==> config.mk <==
export PLATFORM = sky130hd
export DESIGN_NAME = alu_sequencer
export DESIGN_NICKNAME = d
export VERILOG_FILES = /design/src/rtl/alu_sequencer.sv
export SDC_FILE = /design/constraint.sdc
export NUM_CORES = 1
export LEC_CHECK = 0
export ABC_CLOCK_PERIOD_IN_PS = 2260
export BUFFER_PORTS_ARGS = -buffer_cell sky130_fd_sc_hd__buf_4
export CORE_MARGIN = 5
export CORE_UTILIZATION = 53
export CTS_BUF_LIST = sky130_fd_sc_hd__clkbuf_8
export DETAILED_ROUTE_END_ITERATION = 6
export HOLD_SLACK_MARGIN = 0.03
export PLACE_DENSITY_LB_ADDON = 0.3
export SYNTH_ARGS = -nofsm -noshare
export SYNTH_HDL_FRONTEND = slang
export SYNTH_SLANG_ARGS = --single-unit
==> constraint.sdc <==
create_clock -name clk -period 2.26 [get_ports clk]
set_input_delay 0.452 -clock clk [delete_from_list [all_inputs] [get_ports clk]]
set_output_delay 0.452 -clock clk [all_outputs]
set_load 0.05 [all_outputs]
==> src/rtl/alu_sequencer.sv <==
// alu_sequencer: issue-side controller for a combinational 16-bit alu.
// Holds a small register file plus carry/compare flags. It accepts one
// register-to-register instruction per valid/ready handshake, registers
// the alu operands, writes the alu result back and returns it on a
// valid/ready result channel.
// Ports:
//   clk, rst_n               clock, async active-low reset
//   instr_*                  instruction channel (valid/ready + fields)
//   ld_en/ld_addr/ld_data    direct register-file load, any state
//   alu_in_a..alu_carry_in   registered drive to the alu
//   alu_out/carry/compare    alu results, consumed in EXEC
//   res_*                    result channel (valid/ready + data, dst)
//   carry_flag, compare_flag status flags
//   rd_addr/rd_data          combinational debug read port
module alu_sequencer #(
    parameter int unsigned DATA_W    = 16,
    parameter int unsigned REG_COUNT = 8,
    parameter int unsigned ADDR_W    = 3
) (
    input  logic              clk,
    input  logic              rst_n,
    input  logic              instr_valid,
    output logic              instr_ready,
    input  logic [3:0]        instr_select,
    input  logic              instr_mode,
    input  logic              instr_use_carry,
    input  logic [ADDR_W-1:0] instr_src_a,
    input  logic [ADDR_W-1:0] instr_src_b,
    input  logic [ADDR_W-1:0] instr_dst,
    input  logic              ld_en,
    input  logic [ADDR_W-1:0] ld_addr,
    input  logic [DATA_W-1:0] ld_data,
    output logic [DATA_W-1:0] alu_in_a,
    output logic [DATA_W-1:0] alu_in_b,
    output logic [3:0]        alu_select,
    output logic              alu_mode,
    output logic              alu_carry_in,
    input  logic [DATA_W-1:0] alu_out,
    input  logic              alu_carry_out,
    input  logic              alu_compare,
    output logic              res_valid,
    input  logic              res_ready,
    output logic [DATA_W-1:0] res_data,
    output logic [ADDR_W-1:0] res_dst,
    output logic              carry_flag,
    output logic              compare_flag,
    input  logic [ADDR_W-1:0] rd_addr,
    output logic [DATA_W-1:0] rd_data
);

    typedef enum logic [1:0] {
        IDLE = 2'd0,
        EXEC = 2'd1,
        RESP = 2'd2
    } state_t;

    state_t            state_q;
    state_t            state_d;
    logic              accept;
    logic              writeback;
    logic [ADDR_W-1:0] dst_q;
    logic [DATA_W-1:0] rf [REG_COUNT];
    logic [DATA_W-1:0] op_a;
    logic [DATA_W-1:0] op_b;

    // Addresses past the end of the register file read as 0 and drop writes.
    function automatic logic in_range(input logic [ADDR_W-1:0] addr);
        return 32'(addr) < REG_COUNT;
    endfunction

    assign op_a    = in_range(instr_src_a) ? rf[instr_src_a] : '0;
    assign op_b    = in_range(instr_src_b) ? rf[instr_src_b] : '0;
    assign rd_data = in_range(rd_addr)     ? rf[rd_addr]     : '0;

    // State register.
    always_ff @(posedge clk or negedge rst_n) begin
        if (!rst_n) begin
            state_q <= IDLE;
        end else begin
            state_q <= state_d;
        end
    end

    // Next-state decode and per-state strobes.
    always_comb begin
        state_d   = state_q;
        accept    = 1'b0;
        writeback = 1'b0;
        case (state_q)
            IDLE: begin
                if (instr_valid && instr_ready) begin
                    accept  = 1'b1;
                    state_d = EXEC;
                end
            end
            EXEC: begin
                writeback = 1'b1;
                state_d   = RESP;
            end
            RESP: begin
                if (res_ready) begin
                    state_d = IDLE;
                end
            end
            default: state_d = IDLE;
        endcase
    end

    // Handshake outputs are registered from the next state, so instr_ready
    // first rises one cycle after reset is released.
    always_ff @(posedge clk or negedge rst_n) begin
        if (!rst_n) begin
            instr_ready <= 1'b0;
            res_valid   <= 1'b0;
        end else begin
            instr_ready <= (state_d == IDLE);
            res_valid   <= (state_d == RESP);
        end
    end

    // Operand capture on accept; result and flag capture in EXEC.
    always_ff @(posedge clk or negedge rst_n) begin
        if (!rst_n) begin
            alu_in_a     <= '0;
            alu_in_b     <= '0;
            alu_select   <= '0;
            alu_mode     <= 1'b0;
            alu_carry_in <= 1'b0;
            dst_q        <= '0;
            res_data     <= '0;
            res_dst      <= '0;
            carry_flag   <= 1'b0;
            compare_flag <= 1'b0;
        end else begin
            if (accept) begin
                alu_in_a     <= op_a;
                alu_in_b     <= op_b;
                alu_select   <= instr_select;
                alu_mode     <= instr_mode;
                alu_carry_in <= instr_use_carry & carry_flag;
                dst_q        <= instr_dst;
            end
            if (writeback) begin
                res_data     <= alu_out;
                res_dst      <= dst_q;
                compare_flag <= alu_compare;
                // Logic-mode carry out is meaningless, so the flag holds.
                if (alu_mode) begin
                    carry_flag <= alu_carry_out;
                end
            end
        end
    end

    // Register file: the alu writeback is placed last so it wins over a
    // colliding direct load.
    always_ff @(posedge clk or negedge rst_n) begin
        if (!rst_n) begin
            for (int unsigned i = 0; i < REG_COUNT; i++) begin
                rf[i] <= '0;
            end
        end else begin
            if (ld_en && in_range(ld_addr)) begin
                rf[ld_addr] <= ld_data;
            end
            if (writeback && in_range(dst_q)) begin
                rf[dst_q] <= alu_out;
            end
        end
    end

endmodule

==> run summary, run 1 <==
In this run the remaining antenna-violating nets after routing total 0. The number of different library cells in the post-synthesis netlist is 30. The maximum single-stage delay on the critical path came out at roughly 470 ps.

The core region area is approximately 23000 um2. The final core utilization is ~65%. The sink count of the clock tree came out at just under 200.

The count of final setup violators came out at 16. Setup repair after global routing could not meet its margin everywhere. For this run, the number of Yosys warnings is 0. The type of the worst min-delay path is input port to flop. With fillers left out, the area of the finished cells amounts to approximately 15000 um2. The capturing element type of the critical path is an output pin. The first TritonRoute pass finished after 5 iterations.

The remaining routing DRC violations came out at 0. The slew of the pin with the lowest slew margin came out at 603 ps. Detailed placement ended at an HPWL of 21800 um. The average wire per cell in the routed design is between 20 and 25 um. In the layout the commonest cells are 214 x buf_4, 205 x mux2_1, 194 x dfrtp_1, 114 x mux2_2, 97 x nand2_1. The post-detailed-route via-to-cell ratio came out at 6.24. Of the available clock period, the critical path in the final layout requires 102%. From bottom edge to top edge, the die measures 161 um. The final wirelength came out at approximately 35000 um. The area growth from synthesis to layout is 20.9%.

The total inserted antenna cells is 0. The number of synthesized register bits came out at 194. The net count of the mapped netlist is 998. Summed over all layers, the global routing overflow is 0. The worst path required time came out at between 1500 and 2000 ps. The biggest area consumer among synthesized cells is dfrtp_1.

In this run the tightest slew margin relative to its limit is slightly below 60%. The full die area is 25800 um2. The share of final-layout standard cells stronger than drive strength 1 came out at approximately two fifths. The family of cells with the greatest summed delay on the critical path is multiplexers. Entering global routing, the biggest net connects 65 pins. The clock latency at the later pin of the worst-skew pair is 500 ps. The first-pass GRT wire length came out at 54900 um.

Input and output buffers added on the ports amount to ~140. Timing would allow up to between 400 and 500 MHz. The number of design-rule violations left by the first detailed-router iteration is ~660. The endpoint arrival time on the critical path is about 1900 ps. The maximum vdd drop is about 0.00095 V. The worst path buffer plus inverter count is 1. After detailed placement, the design holds a cell count of ~1300. The path type of the worst setup path is flop to output pin.

The horizontal die dimension is roughly 160 um. The power density normalized to cell area is 1380 nW/um2. Setup slack on the critical path of the routed design comes to -44.6 ps. The signal on the critical path passes through mux4_2 -> mux2_4 -> buf_8. The setup TNS is -373 ps. The maximum level of the CTS H-tree is 4. The routability congestion estimate came out at between 0.8 and 0.9.

The worst-case clock skew came out at about 14 ps. The number of filler cells placed in the layout came out at ~1700. In this run the cell area measured after placement is roughly 13000 um2. The number of antenna violations at the first check in global routing came to 0.

After clock tree synthesis, the clock-pin slew on the worst setup and hold paths is around 100 ps. The number of placement rows came out at 55. In this run the static leakage power is 6.54 nW.

The via count of the first global-routing pass came out at approximately 9000. STA classifies the critical path startpoint as a flop. Before CTS, the worst setup slack after placement is ~27 ps. The maximum fanout along the worst path came out at 4. The number of clock buffers inserted by TritonCTS came out at 17. Max-cap violations in this run came to 0.

At the end of the flow, the number of nets in the layout was about 1200. The synthesized area per cell is 12.8 um2. Across all hold checks on the routed design, the worst slack comes to ~140 ps. In this run the deepest clock path goes through 2 buffers. On the critical path, the stage with the largest delay is an instance of mux4_2. The max-slew violation total from the final report came out at 0. The cell at the root of the clock tree is clkbuf_8. The area of the mapped netlist is 12000 um2. The total power is between 20 and 25 mW. The run finished, with violations left. The number of non-filler instances in the completed layout came out at between 1000 and 1500. Leaving out fill and tap cells, the most frequent cell in the layout is buf_4. The final critical delay including setup and external delays is 2300 ps. The number of hold violations in the final report was 0. For this run, the total global-route usage over all layers was measured as 27.6%.

By area the synthesized netlist is led by dfrtp_1 40%, mux2_1 19%, mux2_2 12%, mux4_2 6.0%, mux2i_1 5.3%. Of the post-synthesis cell area, the dominant cell type holds ~40%. The vias after detailed routing came out at 8890.

TritonCTS built the clock tree. The final reports fail on negative setup slack. For this design the top-level I/O count stands at 137. Once the floorplan was initialized, standard cells occupied 53.4% of the core. Synthesis produced ~940 cells. The sequential share of the synthesized area is about two fifths.
synthesized netlist by cell type (all sizes together):
| master | n |
|---|---|
| o31ai | 32 |
| inv | 1 |
| nor2 | 5 |
| nand4b | 3 |
| o22ai | 32 |
| clkbuf | 26 |
| nand3 | 4 |
| a22o | 32 |
| mux2 | 345 |
| buf | 49 |
| mux4 | 32 |
| nor2b | 5 |
| nor4b | 1 |
| a21o | 2 |
| nor4bb | 3 |
| nand4bb | 1 |
| dfrtp | 194 |
| nand2 | 100 |
| nand4 | 2 |
| nand2b | 3 |
| mux2i | 64 |
| o21ai | 1 |
| nor3b | 1 |
registers in the layout, summed over array words and instances (netlist names), 2 cells and up:
name,flops
dst_q,3
alu_select,4
res_dst,3
alu_in_b,16
res_data,16
state_q,2
alu_in_a,16
rf,128
kinds of logic (layout without fill, tap and decap cells):
family / count (synthesis) / count (layout) / share of synthesized area (%)
and+or+nand+nor: 128 / 128 / 5.82
buffers and inverters: 76 / 278 / 3.58
muxes: 441 / 441 / 44.0
DFF: 194 / 194 / 40.4
AOI/OAI and AO/OA: 99 / 99 / 6.17
layer usage:
| metal | up-vias | GRT usage (%) | part of all wire (%) |
|---|---|---|---|
| met2 | 379 | 45.1 | 48 |
| met4 | 0 | 9.86 | 2.8 |
| li1 | 3908 | - | - |
| met3 | 76 | 4.95 | 7.4 |
| met1 | 4527 | 37.1 | 42 |
| met5 | - | 0 | 0 |
worst paths after layout:
path,from,to,slack (ps),cells after the start
max in group asynchronous,rst_n,rf[110],1020,3
min,alu_compare,compare_flag,140,3
max reg2reg,dst_q[1],rf[115],390,3
min in group asynchronous,rst_n,alu_select[0],450,2
max,rf[120],rd_data[8],-40,3
min reg2reg,res_data[14],res_data[14],480,2
tightest hold or removal path, cell delays in order:
cell	delay, ps
buf_4	80
nand2_1	40
nand2_1	40
final cells by class:
type                    count  area [um2]  share of cell area [%]
repair buffers            245        2130                    14.6
clock buffers              19         262                    1.80
inverters                   1        3.75                  0.0258
clock inverters            13        91.3                   0.629
flip-flops and latches    194        4850                    33.4
multi-input cells         668        6830                    47.0
well taps                 285         357                    2.46
power breakdown:
part	internal [mW]	leakage (nW)	switching, mW
combinational	5.48	4.07	5.73
sequential	5.23	2.30	1.43
clock	0.814	0.176	1.33
total	11.5	6.54	8.49
repair_timing:
item                                    in CTS  in global routing
resized for setup                           43                  4
hold buffers                                 1                  0
endpoints found under the setup margin      16                 16
setup buffers                               58                 11
endpoints found under the hold margin       40                  0
Note: power is estimated with default switching activity, not from simulation.
==> inputs of run 2 (changes only) <==
CELL_PAD_IN_SITES_DETAIL_PLACEMENT = 0   (was not set)
CELL_PAD_IN_SITES_GLOBAL_PLACEMENT = 1   (was not set)
CORE_UTILIZATION = 45   (was 53)
==> run 2 against run 1 <==
Effect of this change: the flow still finishes with violations (negative setup slack); sequential power fell by 1%; cell count rose by 5.5%; die area rose by 17%; maximum frequency rose by 0.89%; clock skew rose by 8.9 ps; clock-buffer cell count fell by 2; critical endpoint is now rd_data[10]; largest cell class unchanged.
==> run summary, run 2 (synthesized netlist as in run 1, its figures left out) <==
The run finished, with violations left. The checks that failed: negative setup slack. The number of hold violations in the final report came out at 0. The combined global-route utilization of all metal layers is between 20% and 30%. The flop-to-flop setup slack came out at around 480 ps. The floorplan has 59 rows.

The largest net degree at the start of global routing is 73. The slew of the pin with the lowest slew margin came out at 470 ps. The cell count after placement is 1378.

The number of antenna diodes in the final layout is 0. The horizontal die dimension came out at about 170 um. The count of final setup violators came out at 9. The setup TNS came out at -125 ps. The worst register-to-register path ends at rf[3]. between 100 and 150 I/O pins were placed. The worst path uses 101% of the clock period. The register with the most flip-flops is rf. The capturing element type of the critical path is an output pin.

The worst path required time came out at ~1800 ps. Leaving out fill and tap cells, the most frequent cells in the layout are 241 x buf_4, 205 x mux2_1, 194 x dfrtp_1, 114 x mux2_2, 97 x nand2_1. The first-pass GRT wire length came out at 56900 um. The number of non-filler instances in the completed layout came out at between 1500 and 2000. The effective utilization at floorplan is 45.8%.

The floorplan step defined a die boundary enclosing 30100 um2. The endpoint arrival time on the critical path came out at 1830 ps. Summing over every cut layer, the via total after detailed routing is approximately 8900. The core region area is between 20000 and 30000 um2. The routability congestion estimate is approximately 0.82. The reg-to-reg critical path startpoint is state_q[1]. Leaving out fill and tap cells, the most frequent cell in the layout is buf_4.

The final wirelength came out at between 30000 and 40000 um. Setup repair after global routing could not meet its margin everywhere. After detailed routing, the average wire length per cell comes to 24.6 um. The via count of the first global-routing pass came to between 9000 and 10000. The maximum vdd drop came out at about 0.00085 V. The buffer levels on the longest clock path is 2. The share of final-layout standard cells stronger than drive strength 1 is a little over two fifths.

The maximum achievable frequency is 438 MHz. The placed wire-length estimate is roughly 22000 um. Summed over all layers, the global routing overflow is 0. The final layout net count is around 1200. TritonCTS built the clock tree. The flip-flop count of the largest register, all copies and words added is between 100 and 150. Following the worst setup path forward leads to its endpoint at rd_data[10].

On the final layout, the worst clock skew is around 23 ps. In this run the tightest slew margin relative to its limit is 68.5%. In this run, the number of DRC markers left after iteration 0 of detailed routing was between 600 and 700. The most critical setup path has its startpoint at rf[122]. The smallest setup slack after layout came out at -24.2 ps. Clock tree synthesis selected as its root buffer the cell clkbuf_8. CTS saw between 150 and 200 sinks. The max-slew violation total from the final report came out at 0. The power density normalized to cell area is between 1000 and 1500 nW/um2.

The worst register-to-register path has a depth of 4. Along the worst path, the maximum fanout reaches 4. The remaining routing DRC violations came out at 0. The number of iterations in the first detailed-routing pass came out at 5. The area growth from synthesis to layout is 24.1%. The die is ~170 um tall. The worst setup path is launched from a flop. The max-cap check violation count came out at 0. The path type of the worst setup path is flop to output pin. The cell leakage power came out at about 6.7 nW.

The number of port buffers came out at between 100 and 150. The maximum level of the CTS H-tree came out at 4. The clock-pin slew on the worst setup and hold paths is about 120 ps. The number of clock buffers inserted by TritonCTS is 17. The clock latency at the later pin of the worst-skew pair is slightly below 500 ps.

The detail route stage leaves a number of antenna-violating nets equal to 0. The path class of the tightest hold or removal check is input port to flop. Subtracting the final worst setup slack from the clock period gives ~2300 ps.

The minimum setup slack after placement is 9.37 ps. The post-detailed-route via-to-cell ratio is 5.91. The final core utilization is between 50% and 60%. The number of antenna violations at the first check in global routing was 0.
## run 2: cell count changes in the layout (fill, tap and decap cells not counted)
cell	delta
bufinv_16	+4
buf_6	+2
buf_4	+27
clkbuf_8	-2
buf_8	-2
inv_6	+6
clkinv_4	-5
clkinv_2	-2
clkinvlp_4	-1
buf_12	+2
## run 2: metal layers
layer	GRT usage [%]	vias up	part of all wire, %
met5	0	-	0
met4	6.65	0	2.3
met3	4.32	70	6.4
met2	39.9	316	47
met1	34.2	4533	44
li1	-	3966	-
## run 2: how the worst min path moves through the flow
stage / slack (ps) / to / from / depth (start not counted)
3_3_place_gp: 440 / alu_select[1] / rst_n / 1
4_1_cts: 150 / alu_select[2] / instr_select[2] / 2
6_report: 170 / compare_flag / alu_compare / 3
3_5_place_dp: 450 / alu_in_b[1] / rst_n / 1
5_1_grt: 150 / alu_mode / instr_mode / 2
2_1_floorplan: 160 / alu_carry_in / rst_n / 0
## run 2: per-stage QoR
stage	hold WS [ps]	total power [mW]	cell area, um2
2_1_floorplan	156	13.6	12000
3_3_place_gp	437	16.2	13600
3_5_place_dp	450	16.4	13600
4_1_cts	153	20.5	14800
5_1_grt	151	21.9	14900
6_report	172	20.7	14900
## run 2: worst max-delay path, cell delays in order (launching register included)
cell	delay, ps
dfrtp_1	430
mux4_2	480
mux2_4	290
buf_8	150
## run 2: area by class of cell
class,instances,area [um2]
Fill cell,2202,11300
Multi-Input combinational cell,668,6830
Sequential cell,194,4850
Timing Repair Buffer,274,2360
Tap cell,335,419
Clock buffer,17,234
Clock inverter,15,203
Inverter,1,3.75
## run 2: timing repair
item / in CTS / in global routing
hold endpoints to repair: 43 / 0
setup buffers: 79 / 14
gates resized for setup: 45 / 0
setup endpoints to repair: 16 / 16
hold buffers: 1 / 0
## run 2: where the power goes
| group | switching [mW] | total [mW] | internal [mW] |
|---|---|---|---|
| Clock | 1.36 | 2.58 | 1.22 |
| Sequential | 1.34 | 6.57 | 5.23 |
| Combinational | 5.85 | 11.6 | 5.71 |
